$ cat config.mk
export PLATFORM = sky130hd
export DESIGN_NAME = instr_sequencer
export DESIGN_NICKNAME = d
export VERILOG_FILES = /design/src/rtl/cpu_pkg.sv /design/src/rtl/pc_reg.sv /design/src/rtl/instr_sequencer.sv
export SDC_FILE = /design/constraint.sdc
export NUM_CORES = 1
export LEC_CHECK = 0
export ABC_AREA = 1
export CELL_PAD_IN_SITES_DETAIL_PLACEMENT = 1
export CELL_PAD_IN_SITES_GLOBAL_PLACEMENT = 1
export CORE_MARGIN = 3
export CORE_UTILIZATION = 31
export CTS_BUF_LIST = sky130_fd_sc_hd__clkbuf_4 sky130_fd_sc_hd__clkbuf_8 sky130_fd_sc_hd__clkbuf_16
export CTS_CLUSTER_DIAMETER = 30
export DETAILED_ROUTE_END_ITERATION = 10
export PLACE_DENSITY_LB_ADDON = 0.1
export SLEW_MARGIN = 20
export SYNTH_ARGS = -nofsm -noshare
export SYNTH_HDL_FRONTEND = slang
export SYNTH_SLANG_ARGS = --single-unit
$ cat constraint.sdc
create_clock -name clk -period 1.7 [get_ports clk]
set_clock_uncertainty 0.15 [all_clocks]
set_input_delay 0.34 -clock clk [delete_from_list [all_inputs] [get_ports clk]]
set_output_delay 0.34 -clock clk [all_outputs]
set_load 0.005 [all_outputs]
$ cat src/rtl/cpu_pkg.sv
// Shared definitions for the 8-bit accumulator CPU: opcodes, sequencer phases, widths.
package cpu_pkg;

  localparam int unsigned CPU_DATA_W = 8;
  localparam int unsigned CPU_ADDR_W = 5;

  localparam logic [2:0] HLT = 3'b000;
  localparam logic [2:0] SKZ = 3'b001;
  localparam logic [2:0] ADD = 3'b010;
  localparam logic [2:0] AND = 3'b011;
  localparam logic [2:0] XOR = 3'b100;
  localparam logic [2:0] LDA = 3'b101;
  localparam logic [2:0] STO = 3'b110;
  localparam logic [2:0] JMP = 3'b111;

  typedef enum logic [2:0] {
    FETCH  = 3'd0,
    LOAD   = 3'd1,
    DECODE = 3'd2,
    EXEC   = 3'd3,
    WB     = 3'd4,
    HALT   = 3'd5
  } phase_e;

endpackage

$ cat src/rtl/pc_reg.sv
// Program counter with absolute load, fetch increment and skip increment.
module pc_reg #(
  parameter int unsigned ADDR_W   = 5,
  parameter logic [ADDR_W-1:0] RESET_PC = '0
) (
  input  logic              clk,
  input  logic              rst_n,
  input  logic              load,
  input  logic [ADDR_W-1:0] load_val,
  input  logic              inc,
  input  logic              skip,
  output logic [ADDR_W-1:0] pc
);

  logic [ADDR_W-1:0] pc_q, pc_d;

  // Next PC: load wins; inc and skip both advance by one with natural wrap.
  always_comb begin
    pc_d = pc_q;
    if (load) begin
      pc_d = load_val;
    end else if (inc || skip) begin
      pc_d = pc_q + ADDR_W'(1);
    end
  end

  // PC state register.
  always_ff @(posedge clk or negedge rst_n) begin
    if (!rst_n) begin
      pc_q <= RESET_PC;
    end else begin
      pc_q <= pc_d;
    end
  end

  assign pc = pc_q;

endmodule

$ cat src/rtl/instr_sequencer.sv
// Fetch/sequencing stage: steps FETCH-LOAD-DECODE-EXEC-WB, holds IR and PC,
// and applies the controller's registered halt/jump/skip decode in EXEC.
module instr_sequencer
  import cpu_pkg::*;
#(
  parameter int unsigned ADDR_W   = CPU_ADDR_W,
  parameter int unsigned DATA_W   = CPU_DATA_W,
  parameter logic [ADDR_W-1:0] RESET_PC = '0
) (
  input  logic              clk,
  input  logic              rst_n,
  input  logic [DATA_W-1:0] mem_rdata,
  input  logic              acc_zero,
  input  logic              ctl_halt,
  input  logic              ctl_skz,
  input  logic              ctl_jmp,
  output logic [ADDR_W-1:0] mem_addr,
  output logic              fetch_rd,
  output logic [2:0]        opcode,
  output logic [ADDR_W-1:0] operand,
  output logic [ADDR_W-1:0] pc,
  output logic              exec_en,
  output logic              halted
);

  phase_e            phase_q, phase_d;
  logic [DATA_W-1:0] ir_q, ir_d;
  logic              pc_load, pc_inc, pc_skip;

  // Phase sequencing plus IR capture and PC control; ctl_* only matter in EXEC.
  always_comb begin
    phase_d = phase_q;
    ir_d    = ir_q;
    pc_load = 1'b0;
    pc_inc  = 1'b0;
    pc_skip = 1'b0;
    unique case (phase_q)
      FETCH:  phase_d = LOAD;
      LOAD: begin
        ir_d    = mem_rdata;
        pc_inc  = 1'b1;
        phase_d = DECODE;
      end
      DECODE: phase_d = EXEC;
      EXEC: begin
        // Halt beats jump/skip and leaves the PC untouched.
        if (ctl_halt) begin
          phase_d = HALT;
        end else begin
          if (ctl_jmp) begin
            pc_load = 1'b1;
          end else if (ctl_skz && acc_zero) begin
            pc_skip = 1'b1;
          end
          phase_d = WB;
        end
      end
      WB:     phase_d = FETCH;
      HALT:   phase_d = HALT;
      default: phase_d = FETCH;
    endcase
  end

  // Phase and instruction register state.
  always_ff @(posedge clk or negedge rst_n) begin
    if (!rst_n) begin
      phase_q <= FETCH;
      ir_q    <= '0;
    end else begin
      phase_q <= phase_d;
      ir_q    <= ir_d;
    end
  end

  pc_reg #(
    .ADDR_W   (ADDR_W),
    .RESET_PC (RESET_PC)
  ) u_pc_reg (
    .clk      (clk),
    .rst_n    (rst_n),
    .load     (pc_load),
    .load_val (operand),
    .inc      (pc_inc),
    .skip     (pc_skip),
    .pc       (pc)
  );

  // Outputs decode from phase and IR only, so no input reaches an output combinationally.
  // exec_en uses the IR opcode rather than ctl_halt for the same reason.
  always_comb begin
    opcode   = ir_q[DATA_W-1 -: 3];
    operand  = ir_q[ADDR_W-1:0];
    fetch_rd = (phase_q == FETCH);
    mem_addr = (phase_q == FETCH) ? pc : operand;
    exec_en  = (phase_q == EXEC) && (opcode != HLT);
    halted   = (phase_q == HALT);
  end

endmodule

==> flow_results.xml <==
<?xml version="1.0" encoding="UTF-8"?>
<metrics>
  <group name="status">
    <metric name="status" unit="">complete, but fails checks</metric>
    <metric name="violations" unit="">negative setup slack</metric>
  </group>
  <group name="finish">
    <metric name="layout.cells.most_common" unit="">sky130_fd_sc_hd__nand2_1</metric>
    <metric name="postLayoutCoreUtil" unit="%">56.4</metric>
    <metric name="finalNetCount" unit="">206</metric>
    <metric name="num-fill-cells" unit="">364</metric>
    <metric name="drive_gt1_share" unit="%">33.7</metric>
    <metric name="layout.cells.non_filler" unit="">221</metric>
    <metric name="n_antenna_cell" unit="">0</metric>
    <metric name="largest_register_ff_count" unit="">8</metric>
    <metric name="most_used_cells_in_the_layout_excluding_fill_and_tap_cells" unit="">sky130_fd_sc_hd__nand2_1, sky130_fd_sc_hd__nand3_1, sky130_fd_sc_hd__buf_4</metric>
    <metric name="layout-area-overhead-vs-synth" unit="%">66.5</metric>
  </group>
  <group name="yosys">
    <metric name="synthesis.area_per_instance" unit="um2">7.62</metric>
    <metric name="synth-seq-area-share" unit="%">41.4</metric>
    <metric name="synthesis.yosys.warnings" unit="">0</metric>
    <metric name="synthesis.nets" unit="">142</metric>
    <metric name="synth_top_cell_area_share" unit="%">41.4</metric>
    <metric name="postSynthCellCount" unit="">127</metric>
    <metric name="syn-cell-area" unit="um2">967</metric>
    <metric name="synth-seq-cells" unit="">16</metric>
    <metric name="synth_largest_area_cell" unit="">sky130_fd_sc_hd__dfrtp_1</metric>
    <metric name="netlist-cell-type-count" unit="">19</metric>
    <metric name="yosys-top-cells-area" unit="">sky130_fd_sc_hd__dfrtp_1, sky130_fd_sc_hd__nand2_1, sky130_fd_sc_hd__nand3_1</metric>
  </group>
  <group name="timing">
    <metric name="timing_limited_maximum_frequency" unit="GHz">0.547</metric>
    <metric name="postLayoutSetupSlackWorst" unit="ns">-0.129</metric>
    <metric name="unrepaired_setup_endpoints_after_global_routing" unit="">yes</metric>
    <metric name="final.period_utilization" unit="%">108</metric>
    <metric name="finalHoldViolations" unit="">0</metric>
    <metric name="fin_hold_ws" unit="ns">0.210</metric>
    <metric name="max_slew_margin" unit="%">83.9</metric>
    <metric name="final-setup-viol-count" unit="">6</metric>
    <metric name="fin_crit" unit="ns">1.83</metric>
    <metric name="report.final.slew_viol_count" unit="">0</metric>
    <metric name="timing_worst_slew_pin_value" unit="ns">0.241</metric>
  </group>
  <group name="die">
    <metric name="ioPinCount" unit="">35</metric>
    <metric name="std_cell_rows" unit="">19</metric>
    <metric name="die-width" unit="um">61.9</metric>
    <metric name="design.die.area" unit="um2">3830</metric>
    <metric name="core" unit="um2">2850</metric>
    <metric name="die_height" unit="um">61.9</metric>
    <metric name="initial_core_util" unit="%">33.9</metric>
  </group>
  <group name="cts">
    <metric name="cts.sinks" unit="">16</metric>
    <metric name="tritoncts_clock_tree" unit="">yes</metric>
    <metric name="cts_hold_buffers" unit="">0</metric>
    <metric name="worstSkewPairLatency" unit="ns">0.29</metric>
    <metric name="clock_tree.htree_level_count" unit="">1</metric>
    <metric name="cts_root_buf" unit="">sky130_fd_sc_hd__clkbuf_4</metric>
    <metric name="clk_pin_slew" unit="ns">0.10</metric>
    <metric name="deepest_clock_path_buffer_count" unit="">2</metric>
    <metric name="cts_inserted_buffers" unit="">3</metric>
  </group>
  <group name="setup_path">
    <metric name="setup.worst_path.end_class" unit="">output pin</metric>
    <metric name="cp-start-kind" unit="">register</metric>
    <metric name="critical_path.top_delay_family" unit="">flip-flops</metric>
    <metric name="worst-endpoint-arrival" unit="ns">1.34</metric>
    <metric name="required" unit="ns">1.21</metric>
    <metric name="slowest_stage" unit="">sky130_fd_sc_hd__dfrtp_1</metric>
    <metric name="crit_path_max_fanout" unit="">5</metric>
    <metric name="timing_worst_setup_path_type" unit="">reg -&gt; out</metric>
    <metric name="crit_path_cell_trace" unit="">nor2_4 -&gt; nand2_4 -&gt; buf_6 -&gt; nand2_2 -&gt; o21ai_1 -&gt; buf_2</metric>
    <metric name="critical_path_buf_inv_count" unit="">2</metric>
    <metric name="cpPeakStageDelay" unit="ns">0.43</metric>
  </group>
  <group name="drt">
    <metric name="wire_per_inst" unit="um">14.5</metric>
    <metric name="drc" unit="">0</metric>
    <metric name="detail_route.vias_per_cell" unit="">4.87</metric>
    <metric name="ant_nets" unit="">0</metric>
    <metric name="vias" unit="">1077</metric>
    <metric name="detail_route.first_pass.iterations" unit="">4</metric>
    <metric name="totalWireLength" unit="um">3190</metric>
    <metric name="dr.first_iter.drc_count" unit="">25</metric>
  </group>
  <group name="global_routing">
    <metric name="first_global_vias" unit="">1194</metric>
    <metric name="groute.usage.overall" unit="%">18.6</metric>
    <metric name="global_route_wire_length_before_repair" unit="um">5190</metric>
    <metric name="antenna_found_initial" unit="">0</metric>
    <metric name="grt.overflow.total" unit="">0</metric>
    <metric name="grt_max_degree" unit="">17</metric>
  </group>
  <group name="power_and_ir_drop">
    <metric name="leakagePower" unit="nW">0.953</metric>
    <metric name="finalPower" unit="W">0.00297</metric>
    <metric name="irDropWorstVdd" unit="uV">767</metric>
    <metric name="power_density" unit="nW/um2">1850</metric>
  </group>
  <group name="placed_design">
    <metric name="hpwl" unit="um">2310</metric>
    <metric name="numPlacedInstances" unit="">202</metric>
    <metric name="io_buffer_count" unit="">34</metric>
    <metric name="routabilityCongestion" unit="">0.760</metric>
  </group>
  <group name="job">
    <metric name="cap_violations" unit="">0</metric>
  </group>
  <group name="worst_hold_path">
    <metric name="hold_class" unit="">in -&gt; async</metric>
  </group>
</metrics>
-- synthesized netlist by cell type --
cell and number:
sky130_fd_sc_hd__dfrtp_1 16, sky130_fd_sc_hd__nand2_4 1, sky130_fd_sc_hd__o21ai_0 6, sky130_fd_sc_hd__nand3_1 21, sky130_fd_sc_hd__o31ai_1 1, sky130_fd_sc_hd__nor2_1 3
sky130_fd_sc_hd__a21oi_1 1, sky130_fd_sc_hd__xor2_1 1, sky130_fd_sc_hd__bufbuf_16 1, sky130_fd_sc_hd__buf_6 1, sky130_fd_sc_hd__buf_2 1, sky130_fd_sc_hd__nor2_4 3
sky130_fd_sc_hd__nand2_2 2, sky130_fd_sc_hd__nand3_2 1, sky130_fd_sc_hd__ha_1 1, sky130_fd_sc_hd__inv_1 11, sky130_fd_sc_hd__nand2_1 53, sky130_fd_sc_hd__nand4_1 2
sky130_fd_sc_hd__nand3_4 1
-- report_power, final --
group	switching, W	internal [W]	total (W)
Clock	0.000134	0.000131	0.000264
Sequential	0.000124	0.000559	0.000683
Combinational	0.00101	0.00102	0.00203
-- timing repair --
action                                  CTS  global route
endpoints found under the setup margin   19            16
buffers inserted                         11             4
gates resized for setup                  52            22
pin swaps                                 4             2
-- logic make-up after synthesis --
kind of cell	count (synthesis)	synth area share, %
and+or+nand+nor	87	42.7
DFF	16	41.4
buffers and inverters	14	9.31
AOI/OAI and AO/OA	8	4.40
xor gates and xnor gates	1	0.906
adders and majority gates	1	1.29
-- worst reg2reg max path, stage by stage (launching register included) --
cell and delay [ns]:
sky130_fd_sc_hd__dfrtp_1 0.43, sky130_fd_sc_hd__buf_6 0.14, sky130_fd_sc_hd__nand2_4 0.06, sky130_fd_sc_hd__nor2_4 0.04, sky130_fd_sc_hd__buf_4 0.12, sky130_fd_sc_hd__buf_4 0.15
sky130_fd_sc_hd__nand2_4 0.14, sky130_fd_sc_hd__nand3_4 0.11, sky130_fd_sc_hd__nand2_1 0.10, sky130_fd_sc_hd__nand2_1 0.05
-- worst paths after layout --
check	from	end	slack [ns]	depth (start not counted)
max in group asynchronous	rst_n	u_pc_reg.pc[1]$_DFFE_PN0P_	0.99	2
worst min-delay path	rst_n	u_pc_reg.pc[4]$_DFFE_PN0P_	0.21	2
worst max register to register	phase_q[0]$_DFF_PN0_	u_pc_reg.pc[3]$_DFFE_PN0P_	0.11	9
min in group clk	ir_q[7]$_DFFE_PN0P_	ir_q[7]$_DFFE_PN0P_	0.38	2
worst max-delay path	phase_q[0]$_DFF_PN0_	mem_addr[0]	-0.13	6
worst min register to register	ir_q[7]$_DFFE_PN0P_	ir_q[7]$_DFFE_PN0P_	0.38	2
-- through the flow --
stage	setup slack [ns]	TNS (ns)	area, um2
finish	-0.129	-0.587	1610
global route	-0.208	-1.11	1610
CTS	-0.141	-0.898	1530
detailed placement	-0.278	-1.76	1400
global placement	-0.223	-1.18	1400
floorplan	0.162	0	967
-- cell type report --
class                           count  area (um2)  area share [%]
Clock buffer                        4        36.3            2.25
Timing Repair Buffer               62         558            34.7
Multi-Input combinational cell     97         534            33.2
Sequential cell                    16         402            24.9
Inverter                           11        41.3            2.56
Tap cell                           31        38.8            2.41
-- per-layer routing --
metal / vias to the layer above / routed length, um / GRT usage (%)
li1: 532 / - / -
met1: 518 / 1290 / 20.5
met2: 23 / 1770 / 34.5
met3: 4 / 106 / 5.17
met4: 0 / 36 / 5.15
met5: - / 0 / 0
Power figures use the tool's default switching activity.
